<file path="src/rtl/sha3_scan_job_sequencer_if.sv">
// Job / scanner / result channels between the host-side requester, the job
// sequencer and the shared sha3 scanner.
interface sha3_scan_job_sequencer_if #(
  parameter int INPUT_ELEMENTS = 20,
  parameter int ID_W           = 8
);
  logic                           job_valid;
  logic                           job_ready;
  logic [63:0]                    job_threshold;
  logic [INPUT_ELEMENTS-1:0][31:0] job_blobby;
  logic [31:0]                    job_budget;

  logic                           scan_start;
  logic [63:0]                    scan_threshold;
  logic [INPUT_ELEMENTS-1:0][31:0] scan_blobby;
  logic                           scan_busy;
  logic                           scan_capture;
  logic [31:0]                    scan_nonce;
  logic [31:0]                    scan_count;

  logic                           res_valid;
  logic                           res_ready;
  logic [ID_W-1:0]                res_id;
  logic                           res_found;
  logic [31:0]                    res_nonce;
  logic [31:0]                    res_scanned;
  logic [15:0]                    stale_drops;
  logic [1:0]                     seq_state;

  modport slave (
    input  job_valid, job_threshold, job_blobby, job_budget,
    output job_ready,
    output scan_start, scan_threshold, scan_blobby,
    input  scan_busy, scan_capture, scan_nonce, scan_count,
    output res_valid, res_id, res_found, res_nonce, res_scanned,
    input  res_ready,
    output stale_drops, seq_state
  );

  modport master (
    output job_valid, job_threshold, job_blobby, job_budget,
    input  job_ready,
    input  scan_start, scan_threshold, scan_blobby,
    output scan_busy, scan_capture, scan_nonce, scan_count,
    input  res_valid, res_id, res_found, res_nonce, res_scanned,
    output res_ready,
    input  stale_drops, seq_state
  );
endinterface

</file>
<file path="src/rtl/sha3_scan_job_sequencer.sv">
// Queues scan jobs and runs them one at a time on a shared scanner, closing each
// job on first capture or budget exhaustion and returning one result record.
module sha3_scan_job_sequencer #(
  parameter int INPUT_ELEMENTS = 20,
  parameter int QUEUE_DEPTH    = 2,
  parameter int ID_W           = 8
) (
  input logic clk,
  input logic rst,
  sha3_scan_job_sequencer_if.slave bus
);
  localparam int PTR_W = $clog2(QUEUE_DEPTH);
  localparam logic [PTR_W:0] FULL_COUNT = (PTR_W+1)'(QUEUE_DEPTH);

  localparam logic [1:0] ST_IDLE   = 2'd0;
  localparam logic [1:0] ST_LAUNCH = 2'd1;
  localparam logic [1:0] ST_RUN    = 2'd2;
  localparam logic [1:0] ST_REPORT = 2'd3;

  typedef struct packed {
    logic [63:0]                     thr;
    logic [INPUT_ELEMENTS-1:0][31:0] blob;
    logic [31:0]                     budget;
    logic [ID_W-1:0]                 id;
  } job_t;

  job_t             r_queue [QUEUE_DEPTH];
  job_t             r_run;
  logic [PTR_W-1:0] r_wr_ptr;
  logic [PTR_W-1:0] r_rd_ptr;
  logic [PTR_W:0]   r_count;
  logic             r_job_ready;
  logic [ID_W-1:0]  r_next_id;
  logic [1:0]       r_state;
  logic [31:0]      r_base;
  logic             r_res_valid;
  logic [ID_W-1:0]  r_res_id;
  logic             r_res_found;
  logic [31:0]      r_res_nonce;
  logic [31:0]      r_res_scanned;
  logic [15:0]      r_stale;

  logic             w_push;
  logic             w_queued;
  logic             w_pop;
  logic [PTR_W:0]   w_count_next;
  logic [31:0]      w_delta;
  logic             w_exhausted;
  job_t             w_job_in;

  assign w_push       = bus.job_valid && r_job_ready;
  assign w_queued     = (r_count != '0);
  assign w_pop        = w_queued &&
                        ((r_state == ST_IDLE) || (r_state == ST_REPORT && bus.res_ready));
  assign w_count_next = r_count + (PTR_W+1)'(w_push) - (PTR_W+1)'(w_pop);
  assign w_delta      = bus.scan_count - r_base;
  assign w_exhausted  = (r_run.budget != 32'd0) && (w_delta >= r_run.budget);

  assign w_job_in.thr    = bus.job_threshold;
  assign w_job_in.blob   = bus.job_blobby;
  assign w_job_in.budget = bus.job_budget;
  assign w_job_in.id     = r_next_id;

  // Queue storage carries no reset; occupancy is tracked by r_count alone.
  always_ff @(posedge clk) begin
    if (w_push) r_queue[r_wr_ptr] <= w_job_in;
  end

  // Ready is a registered view of occupancy, so a full queue stays not-ready
  // even in a cycle where the head is being popped.
  always_ff @(posedge clk) begin
    if (rst) begin
      r_wr_ptr    <= '0;
      r_rd_ptr    <= '0;
      r_count     <= '0;
      r_job_ready <= 1'b1;
      r_next_id   <= '0;
    end else begin
      if (w_push) begin
        r_wr_ptr  <= r_wr_ptr + 1'b1;
        r_next_id <= r_next_id + 1'b1;
      end
      if (w_pop) r_rd_ptr <= r_rd_ptr + 1'b1;
      r_count     <= w_count_next;
      r_job_ready <= (w_count_next != FULL_COUNT);
    end
  end

  always_ff @(posedge clk) begin
    if (rst) begin
      r_state       <= ST_IDLE;
      r_run         <= '0;
      r_base        <= '0;
      r_res_valid   <= 1'b0;
      r_res_id      <= '0;
      r_res_found   <= 1'b0;
      r_res_nonce   <= '0;
      r_res_scanned <= '0;
    end else begin
      if (w_pop) r_run <= r_queue[r_rd_ptr];
      case (r_state)
        ST_IDLE: begin
          if (w_pop) r_state <= ST_LAUNCH;
        end
        ST_LAUNCH: begin
          r_base  <= bus.scan_count;
          r_state <= ST_RUN;
        end
        ST_RUN: begin
          // Capture takes priority over exhaustion when both land together.
          if (bus.scan_capture || w_exhausted) begin
            r_res_found   <= bus.scan_capture;
            r_res_nonce   <= bus.scan_capture ? bus.scan_nonce : 32'd0;
            r_res_scanned <= w_delta;
            r_res_id      <= r_run.id;
            r_res_valid   <= 1'b1;
            r_state       <= ST_REPORT;
          end
        end
        default: begin
          if (bus.res_ready) begin
            r_res_valid <= 1'b0;
            r_state     <= w_queued ? ST_LAUNCH : ST_IDLE;
          end
        end
      endcase
    end
  end

  always_ff @(posedge clk) begin
    if (rst) begin
      r_stale <= '0;
    end else if (bus.scan_capture && r_state != ST_RUN && r_stale != 16'hFFFF) begin
      r_stale <= r_stale + 16'd1;
    end
  end

  assign bus.job_ready      = r_job_ready;
  assign bus.scan_start     = (r_state == ST_LAUNCH);
  assign bus.scan_threshold = r_run.thr;
  assign bus.scan_blobby    = r_run.blob;
  assign bus.res_valid      = r_res_valid;
  assign bus.res_id         = r_res_id;
  assign bus.res_found      = r_res_found;
  assign bus.res_nonce      = r_res_nonce;
  assign bus.res_scanned    = r_res_scanned;
  assign bus.stale_drops    = r_stale;
  assign bus.seq_state      = r_state;
endmodule

</file>
<file path="src/flat_wrapper.sv">
// flat-port wrapper written by rule: the top's interface ports become plain ports
module sha3_scan_job_sequencer_flat 
#(
  parameter int INPUT_ELEMENTS = 20,
  parameter int QUEUE_DEPTH    = 2,
  parameter int ID_W           = 8
)
  (clk, rst, bus_job_valid, bus_job_threshold, bus_job_blobby, bus_job_budget, bus_job_ready, bus_scan_start, bus_scan_threshold, bus_scan_blobby, bus_scan_busy, bus_scan_capture, bus_scan_nonce, bus_scan_count, bus_res_valid, bus_res_id, bus_res_found, bus_res_nonce, bus_res_scanned, bus_res_ready, bus_stale_drops, bus_seq_state);
  sha3_scan_job_sequencer_if #(.INPUT_ELEMENTS(INPUT_ELEMENTS), .ID_W(ID_W)) bus_i ();
  input logic clk;
  input logic rst;
  input wire logic [$bits(bus_i.job_valid)-1:0] bus_job_valid;
  input wire logic [$bits(bus_i.job_threshold)-1:0] bus_job_threshold;
  input wire logic [$bits(bus_i.job_blobby)-1:0] bus_job_blobby;
  input wire logic [$bits(bus_i.job_budget)-1:0] bus_job_budget;
  output wire logic [$bits(bus_i.job_ready)-1:0] bus_job_ready;
  output wire logic [$bits(bus_i.scan_start)-1:0] bus_scan_start;
  output wire logic [$bits(bus_i.scan_threshold)-1:0] bus_scan_threshold;
  output wire logic [$bits(bus_i.scan_blobby)-1:0] bus_scan_blobby;
  input wire logic [$bits(bus_i.scan_busy)-1:0] bus_scan_busy;
  input wire logic [$bits(bus_i.scan_capture)-1:0] bus_scan_capture;
  input wire logic [$bits(bus_i.scan_nonce)-1:0] bus_scan_nonce;
  input wire logic [$bits(bus_i.scan_count)-1:0] bus_scan_count;
  output wire logic [$bits(bus_i.res_valid)-1:0] bus_res_valid;
  output wire logic [$bits(bus_i.res_id)-1:0] bus_res_id;
  output wire logic [$bits(bus_i.res_found)-1:0] bus_res_found;
  output wire logic [$bits(bus_i.res_nonce)-1:0] bus_res_nonce;
  output wire logic [$bits(bus_i.res_scanned)-1:0] bus_res_scanned;
  input wire logic [$bits(bus_i.res_ready)-1:0] bus_res_ready;
  output wire logic [$bits(bus_i.stale_drops)-1:0] bus_stale_drops;
  output wire logic [$bits(bus_i.seq_state)-1:0] bus_seq_state;
  assign bus_i.job_valid = bus_job_valid;
  assign bus_i.job_threshold = bus_job_threshold;
  assign bus_i.job_blobby = bus_job_blobby;
  assign bus_i.job_budget = bus_job_budget;
  assign bus_job_ready = bus_i.job_ready;
  assign bus_scan_start = bus_i.scan_start;
  assign bus_scan_threshold = bus_i.scan_threshold;
  assign bus_scan_blobby = bus_i.scan_blobby;
  assign bus_i.scan_busy = bus_scan_busy;
  assign bus_i.scan_capture = bus_scan_capture;
  assign bus_i.scan_nonce = bus_scan_nonce;
  assign bus_i.scan_count = bus_scan_count;
  assign bus_res_valid = bus_i.res_valid;
  assign bus_res_id = bus_i.res_id;
  assign bus_res_found = bus_i.res_found;
  assign bus_res_nonce = bus_i.res_nonce;
  assign bus_res_scanned = bus_i.res_scanned;
  assign bus_i.res_ready = bus_res_ready;
  assign bus_stale_drops = bus_i.stale_drops;
  assign bus_seq_state = bus_i.seq_state;
  sha3_scan_job_sequencer #(.INPUT_ELEMENTS(INPUT_ELEMENTS), .QUEUE_DEPTH(QUEUE_DEPTH), .ID_W(ID_W)) u_core (.clk(clk), .rst(rst), .bus(bus_i));
endmodule
</file>
<file path="config.mk">
export PLATFORM = sky130hd
export DESIGN_NAME = sha3_scan_job_sequencer_flat
export DESIGN_NICKNAME = d
export VERILOG_FILES = /design/src/rtl/sha3_scan_job_sequencer_if.sv /design/src/rtl/sha3_scan_job_sequencer.sv /design/src/flat_wrapper.sv
export SDC_FILE = /design/constraint.sdc
export NUM_CORES = 2
export LEC_CHECK = 0
export ABC_AREA = 0
export BUFFER_PORTS_ARGS = -buffer_cell sky130_fd_sc_hd__buf_4
export CORE_AREA = 2 2 620 622
export CTS_CLUSTER_SIZE = 40
export DETAILED_ROUTE_END_ITERATION = 7
export DIE_AREA = 0 0 622 624
export GPL_TIMING_DRIVEN = 0
export SLEW_MARGIN = 20
export SYNTH_ARGS = -nofsm -noshare
export SYNTH_HDL_FRONTEND = slang
export SYNTH_SLANG_ARGS = --single-unit
</file>
<file path="constraint.sdc">
create_clock -name clk -period 51.8 [get_ports clk]
set_input_delay 7.77 -clock clk [delete_from_list [all_inputs] [get_ports clk]]
set_output_delay 7.77 -clock clk [all_outputs]
set_load 0.02 [all_outputs]
</file>
# ---- Word-level counts from Yosys, hierarchy flattened
# Memory sizes are Yosys's and may differ from the RTL's. A register that Yosys moved wholly into a read port is not among the register bits.
# Index checks and enable logic that the tools add are counted.
dict set report totals {
  reg_bits 137
  ram_bits 1488
  output_inout_bits 798
  wordCells 59
  memories 1
}
dict set report classes {
  addsub 7
  n_lt_le_gt_ge 1
  n_eq_ne 8
  n_mux 11
  bitwise_logic 1
  n_reduce_logical 17
}
# memory depth word_bits rd rd_clocked_by_memory_dff write_ports line_no
set memory_table {}
lappend memory_table {u_core.r_queue 2 744 1 1 1 sha3_scan_job_sequencer.sv:27} ;# job_t r_queue [QUEUE_DEPTH];
# operator n
set op_table {}
lappend op_table {{>= comparator 32 bit} 1}
lappend op_table {{2-to-1 mux 32 bit} 1}
lappend op_table {{nonzero test 32 bit} 1}
lappend op_table {{subtractor 32 bit} 1}
lappend op_table {{adder 16 x 1 -> 16 bit, second input constant} 1}
lappend op_table {{inequality test 16 bit, second input constant} 1}
lappend op_table {{adder 8 x 1 -> 8 bit, second input constant} 1}
lappend op_table {{logical AND 1 bit} 6}
lappend op_table {{2-to-1 mux 2 bit} 3}
lappend op_table {{one-hot mux 2 bit (3 select lines)} 1}
lappend op_table {{AND reduction 3 bit} 2}
lappend op_table {{2-to-1 mux 1 bit} 5}
lappend op_table {{equality test 2 bit, second input constant} 2}
lappend op_table {{inequality test 2 x 1 -> 1 bit, second input constant} 2}
lappend op_table {{inequality test 2 bit, second input constant} 2}
lappend op_table {{nonzero test 2 bit} 2}
lappend op_table {{nonzero test 4 bit} 1}
lappend op_table {{adder 1 bit, second input constant} 2}
lappend op_table {{adder 2 x 1 -> 2 bit} 1}
lappend op_table {{equality test 2 x 1 -> 1 bit, second input constant} 1}
lappend op_table {{zero test 2 bit} 1}
lappend op_table {{logical OR 1 bit} 2}
lappend op_table {{one-hot mux 1 bit (2 select lines)} 1}
lappend op_table {{AND reduction 2 bit} 1}
lappend op_table {{3 further kinds} 3}

# ---- Logic depth before layout (Yosys ltp)
dict set report logic_depth {
  ltp_word 6
  ltp_mapped 22
  ltp_nobuf 20
}

# ---- Worst setup path before layout
# OpenSTA, ideal clock, no wires.
dict set report synth_path {
  path_kind {in2reg}
  from {input port bus_job_valid}
  to {memory u_core.r_queue[0][0] (netlist bit), enable pin}
  setup_time_ps 1873
  arrival_time_ps 38613
  t_required_ps 49927
  setup_slack_ps 11314
  path_stages 2
  n_path_buf 0
  path_cell_list {nand2_1 -> nor2_1}
}
dict set report synth_via {
  elab_chain_len 3
}
# item line_no
set synth_rtl {}
lappend synth_rtl {{from (decl)} flat_wrapper.sv:12} ;# input wire logic [$bits(bus_i.job_valid)-1:0] bus_job_valid;
lappend synth_rtl {{logical AND 1 bit} sha3_scan_job_sequencer.sv:51} ;# assign w_push = bus.job_valid && r_job_ready;
lappend synth_rtl {{2-to-1 mux 1 bit} sha3_scan_job_sequencer.sv:66} ;# if (w_push) r_queue[r_wr_ptr] <= w_job_in;
lappend synth_rtl {{2-to-1 mux 1 bit (not written as such)} sha3_scan_job_sequencer.sv:66}
lappend synth_rtl {{to (decl)} sha3_scan_job_sequencer.sv:27}
# Every way passes these cells.

# ---- Worst setup path after layout
dict set report layout_path {
  from {input port bus_scan_count[0]}
  to {register u_core.r_res_scanned[29], in the netlist u_core.bus.res_scanned[29]}
}
dict set report layout_via {
  elab_chain_len 5
}
# item line_no
set layout_rtl {}
lappend layout_rtl {{from (decl)} flat_wrapper.sv:23} ;# input wire logic [$bits(bus_i.scan_count)-1:0] bus_scan_count;
lappend layout_rtl {{subtractor 32 bit} sha3_scan_job_sequencer.sv:56} ;# assign w_delta = bus.scan_count - r_base;
lappend layout_rtl {{net u_core.w_delta[28]} sha3_scan_job_sequencer.sv:47} ;# logic [31:0] w_delta;
lappend layout_rtl {{>= comparator 32 bit} sha3_scan_job_sequencer.sv:57} ;# assign w_exhausted = (r_run.budget != 32'd0) && (w_delta >= r_run.budget);
lappend layout_rtl {{logical AND 1 bit} sha3_scan_job_sequencer.sv:57}
lappend layout_rtl {{logical OR 1 bit} sha3_scan_job_sequencer.sv:111} ;# if (bus.scan_capture || w_exhausted) begin
lappend layout_rtl {{AND reduction 2 bit (no source line)} -}
lappend layout_rtl {{to (signal assigned)} sha3_scan_job_sequencer.sv:114} ;# r_res_scanned <= w_delta;
lappend layout_rtl {{to (decl)} sha3_scan_job_sequencer.sv:40} ;# logic [31:0] r_res_scanned;
# The timed path passes the listed nets, and every way through them passes these cells.
# A chain may end at the register's enable or synchronous reset.

==> results.json <==
{
  "ant_nets": 0,
  "fin_area_sq_um": 120000,
  "max_clock_freq_ghz": 0.0825,
  "drc": 0,
  "synth_top_cell_area_share": 0.496,
  "rr_worst_depth": 19,
  "yosysMostFrequentCell": "edfxtp_1",
  "vias": 59600,
  "start_util": 0.236,
  "endpoint_kind": "register",
  "finalWorstSetupSlack_ps": 39690,
  "multiInputGateArea_sq_um": 20700,
  "slew_violations": 0,
  "worstPathRequired_ps": 52550,
  "die_w_um": 622,
  "nets": 9334,
  "synth_nets": 7385,
  "grt_pass1_wl_um": 506000,
  "cts_setup_buffers": 0,
  "via_per_inst": 4.33,
  "track_usage": 0.191,
  "syn2layout_area_growth_pct": 33.0,
  "yosysTopAreaCell": "edfxtp_1",
  "numCtsBuffers": 277,
  "hpwl_um": 316000,
  "fin_skew_ps": 53.3,
  "status": "finished clean",
  "synth.distinct_cells": 72,
  "grt_max_degree": 50,
  "crit_type": "input port to register",
  "synth_seq_cells": 2369,
  "p_per_area_nw_per_um2": 66.1,
  "cts_resized": 0,
  "synth-compound-area-share": 0.0781,
  "cp_max_fo": 10,
  "wl_per_cell_um": 28.1,
  "synth.area.top_cells": "edfxtp_1 50%, dfxtp_1 20%, mux2i_1 8.7%, a211oi_1 6.2%, buf_4 5.9%",
  "arrival_ps": 12870,
  "setup-violations-final": 0,
  "layout_worst_path_cycle_share": 0.234,
  "ioPinCount": 1604,
  "hp-class": "register to register",
  "yosys-top-cells-count": "1488 x edfxtp_1, 881 x dfxtp_1, 841 x nor2_1",
  "period_needed_ps": 12110,
  "synth_top_family_by_area": "multiplexers",
  "cts_max_path_buffers": 4,
  "synth_cells": 6506,
  "synthAdderAreaFrac": 0.0102,
  "fillCellCount": 38300,
  "drive_gt1_frac": 0.332,
  "ys_seq_area_frac": 0.692,
  "fin_tns_setup_ps": 0,
  "syn_avg_cell_area_sq_um": 13.8,
  "drt_wl_total_um": 388000,
  "cts_root_buf": "clkbuf_16",
  "die-area_sq_um": 388000,
  "muxShareOfSynthArea": 0.0869,
  "final_hold_viol_count": 0,
  "port_buffers": 1600,
  "max-slew-margin-rel": 0.216,
  "r2r_slack_ps": 46430,
  "synthXorXnorAreaFrac": 0.00465,
  "drt_iter0_drc": 4748,
  "synth_ff_type": "edfxtp_1",
  "synth_edf_count": 1488,
  "ff_latch_area_sq_um": 62300,
  "core_region_area_sq_um": 381000,
  "cts_hold_buf": 0,
  "place_ws_ps": 38950,
  "tightest_slew_ps": 1180,
  "h-tree-depth": 5,
  "cts.sinks": 2369,
  "hold_depth": 2,
  "rsz0062_at_grt": "no",
  "die_h_um": 624,
  "synth-simple-area-share": 0.0501,
  "synthArstFlopShare": 0,
  "gp_congestion": 0.914,
  "cts_tree": "done",
  "cts.clk_slew.worst_paths_ps": 60,
  "power_leakage_nw": 45.0,
  "place_area_sq_um": 110000,
  "worstSkewPairLatency_ps": 880,
  "grt_pass1_vias": 57400,
  "grt-ovfl-total": 0,
  "start_kind": "input port",
  "ir_drop_uv": 38.8,
  "syn_area_sq_um": 90100,
  "cap_viol_max_count": 0,
  "rows": 227,
  "ys_warn_count": 0,
  "antenna_found_initial": 216,
  "drt_pre_antenna_iters": 6
}
-- cell usage in the layout (no fill, tap or decap), types with 7 or more instances in the layout --
cell type,instances
bufinv_16,25
nand2_1,129
clkinvlp_4,13
clkinv_1,13
buf_2,9
nor2_1,839
inv_6,8
nor3_1,15
mux2i_1,782
buf_12,30
buf_16,38
clkbuf_1,381
clkinv_2,35
edfxtp_1,1488
buf_4,2311
nor4_1,7
ha_1,72
xor2_1,24
a211oi_1,748
clkinv_16,7
inv_1,78
clkbuf_8,38
o21a_1,9
xnor2_1,22
buf_1,8
nand2b_1,10
nand4_1,18
o21ai_0,21
clkbuf_16,284
dfxtp_1,881
nand3_1,44
a21o_1,25
a21oi_1,105
or3_1,9
clkinv_4,9
clkbuf_2,29
diode_2,63
-- critical path: stages --
cell and delay, ps:
buf_4 110, inv_1 40, ha_1 230, fa_1 400, nand2b_1 190, a21o_1 210, a21o_1 210, a211oi_1 510
o21ai_0 280, a21oi_1 330, xor2_1 330, ha_1 300, nand4_1 140, nor2_1 60, a221oi_1 340, nand4_1 250
o211ai_2 340, buf_2 320, nor3b_1 80, mux2i_1 340, nand2_1 90
-- cells by family (layout without fill, tap and decap cells) --
family | count (synthesis) | count (layout)
compound gates | 963 | 963
mux | 782 | 782
xor+xnor | 47 | 47
buf+inv | 1159 | 3337
fa+ha+maj | 73 | 73
simple gates | 1113 | 1113
flops | 2369 | 2369
other cells | 0 | 63
-- path summary, 6_finish.rpt --
| path | start | endpoint |
|---|---|---|
| max | bus_scan_count[0] | u_core.bus.res_scanned[29] |
| min | u_core.bus.res_nonce[18] | u_core.bus.res_nonce[18] |
| max reg2reg | u_core.r_base[0] | u_core.bus.res_scanned[29] |
| min reg2reg | u_core.bus.res_nonce[18] | u_core.bus.res_nonce[18] |
-- metrics by stage --
step	instances	power (mW)	utilization	hold WS [ps]
final	13800	7.92	0.314	453
after global routing	13800	8.28	0.314	466
after CTS	13700	7.99	0.314	453
after detailed placement	13200	5.94	0.289	447
after global placement	13100	6.13	0.284	445
after floorplan	6506	4.62	-	432
-- where the power goes --
group          switching (mW)  internal [mW]  leakage [nW]  total, mW
Combinational            1.91           1.27          19.2       3.18
Sequential              0.233           2.47          21.2       2.70
Clock                   0.833           1.20          4.62       2.04
Total                    2.98           4.94          45.0       7.92
-- area by class of cell --
type                            instances  share of cell area
Antenna cell                           63             0.00132
Buffer                               1080              0.0568
Clock buffer                          386              0.0657
Clock inverter                        122              0.0138
Inverter                               79             0.00247
Multi-Input combinational cell       2978               0.173
Sequential cell                      2369               0.520
Tap cell                             5038              0.0526
Timing Repair Buffer                 1670               0.114
-- flip-flops by register name, indices dropped and copies added (netlist names) --
name and count:
u_core.r_wr_ptr 1, u_core.bus.scan_threshold 64, u_core.bus.res_valid 1, u_core.r_base 32, u_core.bus.res_nonce 32, u_core.r_rd_ptr 1, u_core.bus.seq_state 2, u_core.bus.stale_drops 16
u_core.r_run 40, u_core.r_count 2, u_core.r_queue 1488, u_core.bus.res_scanned 32, u_core.bus.job_ready 1, u_core.r_next_id 8, u_core.bus.res_found 1, u_core.bus.scan_blobby 640
u_core.bus.res_id 8
-- routing by layer --
layer  routed length [um]  track usage
met1               154000        0.228
met2               184000        0.315
met3                35400       0.0681
met4                14300       0.0721
met5                  264            0
(Power assumes the default switching activity.)
